[config.mk]
export PLATFORM = sky130hd
export DESIGN_NAME = cp_remover
export DESIGN_NICKNAME = d
export VERILOG_FILES = /design/src/rtl/cp_remover.sv
export SDC_FILE = /design/constraint.sdc
export NUM_CORES = 1
export LEC_CHECK = 0
export CORE_MARGIN = 5
export CORE_UTILIZATION = 50
export CTS_CLUSTER_DIAMETER = 100
export DETAILED_ROUTE_END_ITERATION = 8
export DONT_BUFFER_PORTS = 1
export GPL_ROUTABILITY_DRIVEN = 0
export PLACE_DENSITY_LB_ADDON = 0.15
export SLEW_MARGIN = 20
export SYNTH_ARGS = -nofsm -noshare
export SYNTH_HDL_FRONTEND = slang
export SYNTH_SLANG_ARGS = --single-unit
[constraint.sdc]
create_clock -name clk -period 10.3 [get_ports clk]
set_input_delay 1.03 -clock clk [delete_from_list [all_inputs] [get_ports clk]]
set_output_delay 1.03 -clock clk [all_outputs]
set_load 0.03 [all_outputs]
[src/rtl/cp_remover.sv]
// rtl/cp_remover.sv - streaming OFDM cyclic-prefix remover with FWFT output FIFO
module cp_remover #(
    parameter int WIDTH      = 16,
    parameter int NFFT       = 64,
    parameter int NCP        = 16,
    parameter int BACKOFF    = 0,
    parameter int NSYM       = 6,
    parameter int FIFO_DEPTH = 8,
    parameter int OFF_W      = 7,
    localparam int SYM_W     = (NSYM > 1) ? $clog2(NSYM) : 1
) (
    input  logic             clk,
    input  logic             rst,
    input  logic             start,
    input  logic [OFF_W-1:0] offset,
    input  logic             in_valid,
    output logic             in_ready,
    input  logic [WIDTH-1:0] data_re,
    input  logic [WIDTH-1:0] data_im,
    output logic             out_valid,
    input  logic             out_ready,
    output logic [WIDTH-1:0] data_out_re,
    output logic [WIDTH-1:0] data_out_im,
    output logic             out_last,
    output logic [SYM_W-1:0] out_sym,
    output logic             busy,
    output logic             done
);

    localparam int AW       = (FIFO_DEPTH > 1) ? $clog2(FIFO_DEPTH) : 1;
    localparam int CMAX     = (NFFT > NCP) ? NFFT : NCP;
    localparam int CBITS    = $clog2(CMAX + 1);
    localparam int CNT_W    = (OFF_W > CBITS) ? OFF_W : CBITS;
    localparam int DROP_LEN = NCP - BACKOFF;

    localparam logic [CNT_W-1:0] C_KEEP_LAST = CNT_W'(NFFT - 1);
    localparam logic [CNT_W-1:0] C_DROP_LAST = CNT_W'(DROP_LEN - 1);
    localparam logic [CNT_W-1:0] C_TAIL_LAST = CNT_W'(BACKOFF - 1);
    localparam logic [SYM_W-1:0] C_SYM_LAST  = SYM_W'(NSYM - 1);
    localparam logic [AW:0]      C_DEPTH     = (AW + 1)'(FIFO_DEPTH);

    typedef enum logic [2:0] {
        S_IDLE,
        S_SKIP,
        S_DROP,
        S_KEEP,
        S_TAIL
    } state_t;

    // Entry point of every symbol: the CP drop, or straight to KEEP when the
    // back-off swallows the whole prefix.
    localparam state_t S_CP = (DROP_LEN > 0) ? S_DROP : S_KEEP;

    state_t             r_state;
    state_t             w_state_nxt;
    logic [CNT_W-1:0]   r_cnt;
    logic [CNT_W-1:0]   w_cnt_nxt;
    logic [SYM_W-1:0]   r_sym;
    logic [SYM_W-1:0]   w_sym_nxt;
    logic [OFF_W-1:0]   r_off;
    logic [CNT_W-1:0]   w_off_last;

    logic               w_in_ready;
    logic               w_hs;
    logic               w_push;
    logic               w_last;
    logic               w_done;

    logic [WIDTH-1:0]   r_mem_re   [FIFO_DEPTH];
    logic [WIDTH-1:0]   r_mem_im   [FIFO_DEPTH];
    logic               r_mem_last [FIFO_DEPTH];
    logic [SYM_W-1:0]   r_mem_sym  [FIFO_DEPTH];
    logic [AW-1:0]      r_wr_ptr;
    logic [AW-1:0]      r_rd_ptr;
    logic [AW:0]        r_count;
    logic [AW-1:0]      w_rd_nxt;
    logic [AW:0]        w_count_nxt;
    logic               w_not_full;
    logic               w_out_valid;
    logic               w_pop;

    logic [WIDTH-1:0]   r_out_re;
    logic [WIDTH-1:0]   r_out_im;
    logic               r_out_last;
    logic [SYM_W-1:0]   r_out_sym;
    logic [WIDTH-1:0]   w_head_re;
    logic [WIDTH-1:0]   w_head_im;
    logic               w_head_last;
    logic [SYM_W-1:0]   w_head_sym;

    // Only KEEP can be throttled by the FIFO; every other state drains input freely.
    assign w_not_full  = (r_count != C_DEPTH);
    assign w_in_ready  = (r_state == S_KEEP) ? w_not_full : 1'b1;
    assign w_hs        = in_valid & w_in_ready;
    assign w_off_last  = CNT_W'(r_off) - CNT_W'(1);

    // Next-state, sample counter and symbol counter; counters move only on handshakes.
    always_comb begin
        w_state_nxt = r_state;
        w_cnt_nxt   = r_cnt;
        w_sym_nxt   = r_sym;
        w_push      = 1'b0;
        w_last      = 1'b0;
        w_done      = 1'b0;
        case (r_state)
            S_IDLE: begin
                if (start) begin
                    w_cnt_nxt   = '0;
                    w_sym_nxt   = '0;
                    w_state_nxt = (offset != '0) ? S_SKIP : S_CP;
                end
            end
            S_SKIP: begin
                if (w_hs) begin
                    if (r_cnt == w_off_last) begin
                        w_cnt_nxt   = '0;
                        w_state_nxt = S_CP;
                    end else begin
                        w_cnt_nxt = r_cnt + CNT_W'(1);
                    end
                end
            end
            S_DROP: begin
                if (w_hs) begin
                    if (r_cnt == C_DROP_LAST) begin
                        w_cnt_nxt   = '0;
                        w_state_nxt = S_KEEP;
                    end else begin
                        w_cnt_nxt = r_cnt + CNT_W'(1);
                    end
                end
            end
            S_KEEP: begin
                if (w_hs) begin
                    w_push = 1'b1;
                    if (r_cnt == C_KEEP_LAST) begin
                        w_last    = 1'b1;
                        w_cnt_nxt = '0;
                        if (r_sym == C_SYM_LAST) begin
                            // Final symbol ends the frame; any tail is discarded by IDLE.
                            w_done      = 1'b1;
                            w_sym_nxt   = '0;
                            w_state_nxt = S_IDLE;
                        end else begin
                            w_sym_nxt   = r_sym + SYM_W'(1);
                            w_state_nxt = (BACKOFF > 0) ? S_TAIL : S_CP;
                        end
                    end else begin
                        w_cnt_nxt = r_cnt + CNT_W'(1);
                    end
                end
            end
            S_TAIL: begin
                if (w_hs) begin
                    if (r_cnt == C_TAIL_LAST) begin
                        w_cnt_nxt   = '0;
                        w_state_nxt = S_CP;
                    end else begin
                        w_cnt_nxt = r_cnt + CNT_W'(1);
                    end
                end
            end
            default: begin
                w_state_nxt = S_IDLE;
                w_cnt_nxt   = '0;
                w_sym_nxt   = '0;
            end
        endcase
    end

    // FSM state, counters and the offset latched when a frame is accepted.
    always_ff @(posedge clk or posedge rst) begin
        if (rst) begin
            r_state <= S_IDLE;
            r_cnt   <= '0;
            r_sym   <= '0;
            r_off   <= '0;
        end else begin
            r_state <= w_state_nxt;
            r_cnt   <= w_cnt_nxt;
            r_sym   <= w_sym_nxt;
            if (r_state == S_IDLE && start) begin
                r_off <= offset;
            end
        end
    end

    assign w_out_valid = (r_count != '0);
    assign w_pop       = w_out_valid & out_ready;
    assign w_rd_nxt    = r_rd_ptr + AW'(w_pop);
    assign w_count_nxt = r_count + (AW + 1)'(w_push) - (AW + 1)'(w_pop);

    // Head after this cycle's push/pop: the incoming sample bypasses storage
    // when it lands on an otherwise empty FIFO.
    always_comb begin
        w_head_re   = r_mem_re[w_rd_nxt];
        w_head_im   = r_mem_im[w_rd_nxt];
        w_head_last = r_mem_last[w_rd_nxt];
        w_head_sym  = r_mem_sym[w_rd_nxt];
        if (w_push && (w_rd_nxt == r_wr_ptr)) begin
            w_head_re   = data_re;
            w_head_im   = data_im;
            w_head_last = w_last;
            w_head_sym  = r_sym;
        end
    end

    // FIFO storage; contents are only observable through the head register.
    always_ff @(posedge clk) begin
        if (w_push) begin
            r_mem_re[r_wr_ptr]   <= data_re;
            r_mem_im[r_wr_ptr]   <= data_im;
            r_mem_last[r_wr_ptr] <= w_last;
            r_mem_sym[r_wr_ptr]  <= r_sym;
        end
    end

    // FIFO pointers, occupancy and the registered head, which holds when empty.
    always_ff @(posedge clk or posedge rst) begin
        if (rst) begin
            r_wr_ptr   <= '0;
            r_rd_ptr   <= '0;
            r_count    <= '0;
            r_out_re   <= '0;
            r_out_im   <= '0;
            r_out_last <= 1'b0;
            r_out_sym  <= '0;
        end else begin
            if (w_push) begin
                r_wr_ptr <= r_wr_ptr + AW'(1);
            end
            r_rd_ptr <= w_rd_nxt;
            r_count  <= w_count_nxt;
            if (w_count_nxt != '0) begin
                r_out_re   <= w_head_re;
                r_out_im   <= w_head_im;
                r_out_last <= w_head_last;
                r_out_sym  <= w_head_sym;
            end
        end
    end

    assign in_ready    = w_in_ready;
    assign out_valid   = w_out_valid;
    assign data_out_re = r_out_re;
    assign data_out_im = r_out_im;
    assign out_last    = r_out_last;
    assign out_sym     = r_out_sym;
    assign busy        = (r_state != S_IDLE);
    assign done        = w_done;

endmodule

Yosys cells after proc, flatten, opt, wreduce, memory -nomap -nowiden
Memory sizes are Yosys's and may differ from the RTL's. A register that Yosys moved wholly into a read port is not among the register bits. Index checks and enable logic that the tools add are counted.

Flip-flop bits (word level): 30. RAM bits: 288. Input port bits: 44. Output and inout bits: 40. Logic and storage cells: 89. Memories kept: 4.

Memories: r_mem_im (words 8, width 16, rd ports 1, clocked after memory_dff 1, write ports 1, RTL line 70) `logic [WIDTH-1:0] r_mem_im [FIFO_DEPTH];`; r_mem_re (words 8, width 16, rd ports 1, clocked after memory_dff 1, write ports 1, RTL line 69) `logic [WIDTH-1:0] r_mem_re [FIFO_DEPTH];`; r_mem_sym (words 8, width 3, rd ports 1, clocked after memory_dff 1, write ports 1, RTL line 72) `logic [SYM_W-1:0] r_mem_sym [FIFO_DEPTH];`; r_mem_last (words 8, width 1, rd ports 1, clocked after memory_dff 1, write ports 1, RTL line 71) `logic r_mem_last [FIFO_DEPTH];`.

Add/subtract/negate cells: 7. Equality and inequality tests: 19. Muxes and demuxes: 39. Bitwise gates (word level): 3. Reduce and logical (&&, ||, !) cells: 10.

Operators with widths (count): $mux W7 (9); $mux W3 (13); $pmux W7 S5 (1); $ne A2 B2 Y1 const B (8); $pmux W3 S5 (1); $mux W1 (12); $pmux W3 S3 (1); $reduce_and A9 Y1 (1); $reduce_bool A4 Y1 (2); $add A7 B1 Y7 const B (1); $eq A7 B4 Y1 const B (1); $eq A7 B6 Y1 const B (1); $eq A7 B7 Y1 (1); $eq A7 B7 Y1 const B (1); $reduce_bool A7 Y1 (1); $sub A7 B1 Y7 const B (1); $add A3 B1 Y3 const B (2); $eq A3 B2 Y1 const B (2); $eq A3 B3 Y1 const B (2); $reduce_and A5 Y1 (1); $add A4 B1 Y4 (1); $mux W2 (2); $ne A4 B4 Y1 const B (1); $reduce_and A4 Y1 (1); 10 further kinds (11).

Depth between registers and ports, before layout
Word-level depth: 8. Depth in mapped cells: 14. Mapped depth without buffers: 13.

Worst setup path after synthesis
Ideal clock, no wire load.

Kind: input to register. Start point: input in_valid. End point: memory r_mem_im[0][0], enable pin. Arrival time: 4.010 ns. Required time: 9.826 ns. Slack: 5.816 ns. Cell stages on the path: 5. Path buffers: 0. Cells stage by stage: nand2_1 a21o_1 inv_1 nand2b_1 nor3_1.

Longest elaborated chain between the ends: 5.

Ends and longest elaborated chain: from (decl) (RTL line 16) `input logic in_valid,`; $and A1 B1 Y1 (RTL line 94) `assign w_hs = in_valid & w_in_ready;`; $mux W1 (RTL line 134) `if (w_hs) begin`; $mux W1 (RTL line 105) `case (r_state)`; named net w_push (RTL line 65) `logic w_push;`; $mux W1 (RTL line 210) `if (w_push) begin`; $mux W1 (implied by the code) (RTL line 212) `r_mem_im[r_wr_ptr] <= data_im;`; to (decl) (RTL line 70).

The timed path passes the listed nets, and every way through them passes these cells.

Worst setup path in the final report
Start point: register r_count[1]. End point: register r_out_re[4] (netlist: data_out_re[4]), read port of r_mem_re.

RTL lines: from (decl) (RTL line 75) `logic [AW:0] r_count;`; from (signal assigned) (RTL line 233) `r_count <= w_count_nxt;`; $reduce_bool A4 Y1 (RTL line 188) `assign w_out_valid = (r_count != '0);`; named net out_valid (RTL line 20) `output logic out_valid,`; $and A1 B1 Y1 (RTL line 189) `assign w_pop = w_out_valid & out_ready;`; $add A3 B1 Y3 (RTL line 190) `assign w_rd_nxt = r_rd_ptr + AW'(w_pop);`; named net w_rd_nxt[0] (RTL line 76) `logic [AW-1:0] w_rd_nxt;`; to (decl) (RTL line 82) `logic [WIDTH-1:0] r_out_re;`.

The timed path passes the listed nets, and every way through them passes these cells. A chain may end at the register's enable or synchronous reset.

==> results.py <==
metrics = {
    "run_status": {
        "status": "complete, no violations",
    },
    "global_route": {
        "antenna_found_initial": 0,
        "grt_max_degree": 73,
        "grt-ovfl-total": 0,
        "grtUsageTotal_pct": 18.4,
        "grt_pass1_wl_mm": 44.9,
        "grt_pass1_vias": 7813,
    },
    "cts": {
        "cts_resized": 0,
        "clkTransAtPathRegs_ns": 0.06,
        "cts_tree": "built",
        "cts-root-buf": "clkbuf_16",
        "clock_sinks": 353,
        "ctsHoldBuffers": 0,
        "htreeDepth": 2,
        "cts-buffers-inserted": 38,
        "post_cts.repair.setup_buffers": 0,
        "clk_latency_ns": 0.51,
        "ctsLongestPathBuffers": 3,
    },
    "floorplan": {
        "initial_core_util_pct": 51.0,
        "die_x_um": 179,
        "io_pins": 84,
        "core_sq_um": 28000,
        "fp.dieH_um": 179,
        "fp.dieArea_sq_um": 32100,
        "row_count": 61,
    },
    "power_and_ir_drop": {
        "power_leakage_nw": 5.52,
        "vdd_ir_drop_max_v": 0.000180,
        "p_per_area_nw_per_um2": 315,
    },
    "timing": {
        "post-route-min-period_ns": 3.85,
        "tns_ns": 0,
        "hold_viol": 0,
        "clock_skew_ns": 0.0127,
        "layout_setup_ws_ns": 6.45,
        "setup_viol": 0,
        "whs_ns": 0.566,
        "fin_crit_sh_pct": 37.4,
        "relSlewSlack_pct": 24.8,
        "slew_viol_final": 0,
        "rsz0062_at_grt": "false",
        "fmax_mhz": 260,
        "worst_slew_pin_slew_ns": 1.13,
    },
    "critical_path": {
        "rr_startpoint": "r_count[1]",
        "cp_slowest_stage_delay_ns": 0.65,
        "crit_arrival_ns": 4.27,
        "path_delay_family": "buffers and inverters",
        "worst-path-stages": 10,
        "cp.buffers_inverters": 2,
        "criticalPathCategory": "flop to flop",
        "endpoint_kind": "flop",
        "cpMostUsedCell": "o21ai_0",
        "crit_start": "r_count[1]",
        "path_max_fanout": 72,
        "worstPathCellList": "nor2_1 -> nand2_1 -> and2_1 -> ha_4 -> buf_6 -> xnor2_1 -> nand4_1 -> buf_4 -> o21ai_0 -> o21ai_0",
        "worst_setup_path_start_kind": "flop",
        "crit_path_top_delay_cell": "buf_6",
        "cp_data_required_time_ns": 10.72,
        "ff2ff_path_depth": 10,
    },
    "drt": {
        "route.detailed.vias_per_inst": 5.76,
        "drt-initial-drc-count": 550,
        "dr.pass1.iters": 6,
        "vias": 7148,
        "routed_wl_mm": 28.8,
        "drtAntennaViolNets": 0,
        "wire_per_inst_um": 23.2,
        "drc": 0,
    },
    "finish": {
        "fin_nets": 897,
        "diodes": 0,
        "areaGrowthSynthToFinish_pct": 12.4,
        "fillCellCount": 2105,
        "layout-drive-gt1-share_pct": 19.1,
        "postLayoutCellArea_sq_um": 16100,
    },
    "synth": {
        "yosys_register_bits": 353,
        "synth.most_common_cell": "edfxtp_1",
        "synth_top_area_share_pct": 60.5,
        "yosysTopAreaCell": "edfxtp_1",
        "yosys.cell_types.count": 50,
        "synth-seq-area-share_pct": 71.9,
        "synth_warnings": 0,
        "synthCells": 823,
        "synth_edf_count": 288,
        "synth_area_leaders": "edfxtp_1 (61%), dfrtp_1 (11%), mux4_2 (11%)",
        "synth_flop_cell": "edfxtp_1",
        "syn_avg_cell_area_sq_um": 17.4,
        "syn-cell-area_sq_um": 14300,
        "async_reset_ff_share_pct": 18.4,
        "ys_top_cells_by_count": "edfxtp_1 (288), nand2_1 (93), mux4_2 (72)",
        "synth_nets": 884,
    },
    "min_path": {
        "hold_path_class": "flop to flop",
        "hold_path_depth": 2,
        "worstHoldStart": "r_cnt[1]",
    },
    "placed_design": {
        "portBuffers": 0,
        "dp_slack_ns": 6.33,
        "dpl_cell_area_sq_um": 14800,
        "place_hpwl_mm": 15.6,
    },
    "flow_run": {
        "drv_cap": 0,
    },
}
## area by class of cell
class                   count  area (sq um)  area share (%)
clock inverters            16           179            1.11
repair buffers             14           113           0.701
well taps                 378           473            2.95
inverters                  18          68.8           0.429
multi-input cells         411          3880            24.2
flip-flops and latches    353         10300            64.0
clock buffers              52          1060            6.63
## routing by layer
metal	wire (um)	vias to the layer above	global-route usage (%)
met5	0	-	0
met4	477	0	5.08
met3	1700	30	4.39
met2	14300	154	30.5
met1	12300	3743	24.7
li1	-	3221	-
## final timing paths
check	end	slack, ns
setup / recovery	data_out_re[4]	6.45
hold / removal	r_cnt[1]	0.57
setup reg to reg	data_out_re[4]	6.45
hold reg to reg	r_cnt[1]	0.57
max in group asynchronous	data_out_re[8]	9.19
min in group asynchronous	data_out_im[8]	0.60
## placed cells by master, fill, tap and decap left out, types with 5 or more instances in the layout
master / synthesis / routed
edfxtp_1: 288 / 288
nand2_1: 93 / 93
mux4_2: 72 / 72
o21ai_0: 71 / 71
dfrtp_1: 65 / 65
clkbuf_16: 0 / 39
mux2i_1: 38 / 38
inv_1: 18 / 17
ha_1: 16 / 14
nor2_1: 18 / 12
buf_4: 0 / 12
xnor2_1: 11 / 11
nor3_1: 11 / 9
clkbuf_1: 29 / 9
mux2_2: 7 / 7
clkinv_1: 0 / 7
a21o_1: 6 / 6
nor2_4: 0 / 6
a21oi_1: 5 / 5
nand2b_1: 5 / 5
nand3_1: 5 / 5
## flip-flops by register name (all words and copies together) (netlist names), 7 cells and up
name         count
data_out_im     16
data_out_re     16
r_off            7
r_cnt            7
r_mem_sym       24
r_mem_im       128
r_mem_last       8
r_mem_re       128
## report_power, final
group | switching, mW | total (mW) | leakage [nW] | internal, mW
clock | 0.523 | 1.35 | 0.608 | 0.823
sequential | 0.295 | 2.05 | 3.37 | 1.76
combinational | 0.876 | 1.65 | 1.53 | 0.778
total | 1.69 | 5.05 | 5.52 | 3.36
## tightest hold or removal path, cell delays in order (launching register included)
cell	delay [ns]
dfrtp_1	0.41
nand2_1	0.07
nand2_1	0.06
## logic make-up after synthesis
family,count (synthesis),synth area share [%]
flops,353,71.9
simple gates,149,4.56
mux,118,14.6
compound gates,111,4.68
buf+inv,59,1.59
fa+ha+maj,17,1.54
xor+xnor,16,1.08
## per-stage QoR
step	total power [mW]	std cells	util, %
finish	5.05	1242	57.3
detailed placement	3.77	1174	52.9
global placement	3.71	1174	52.8
CTS	5.12	1242	57.3
global route	5.35	1242	57.3
floorplan	3.35	823	-
(Power assumes the default switching activity.)
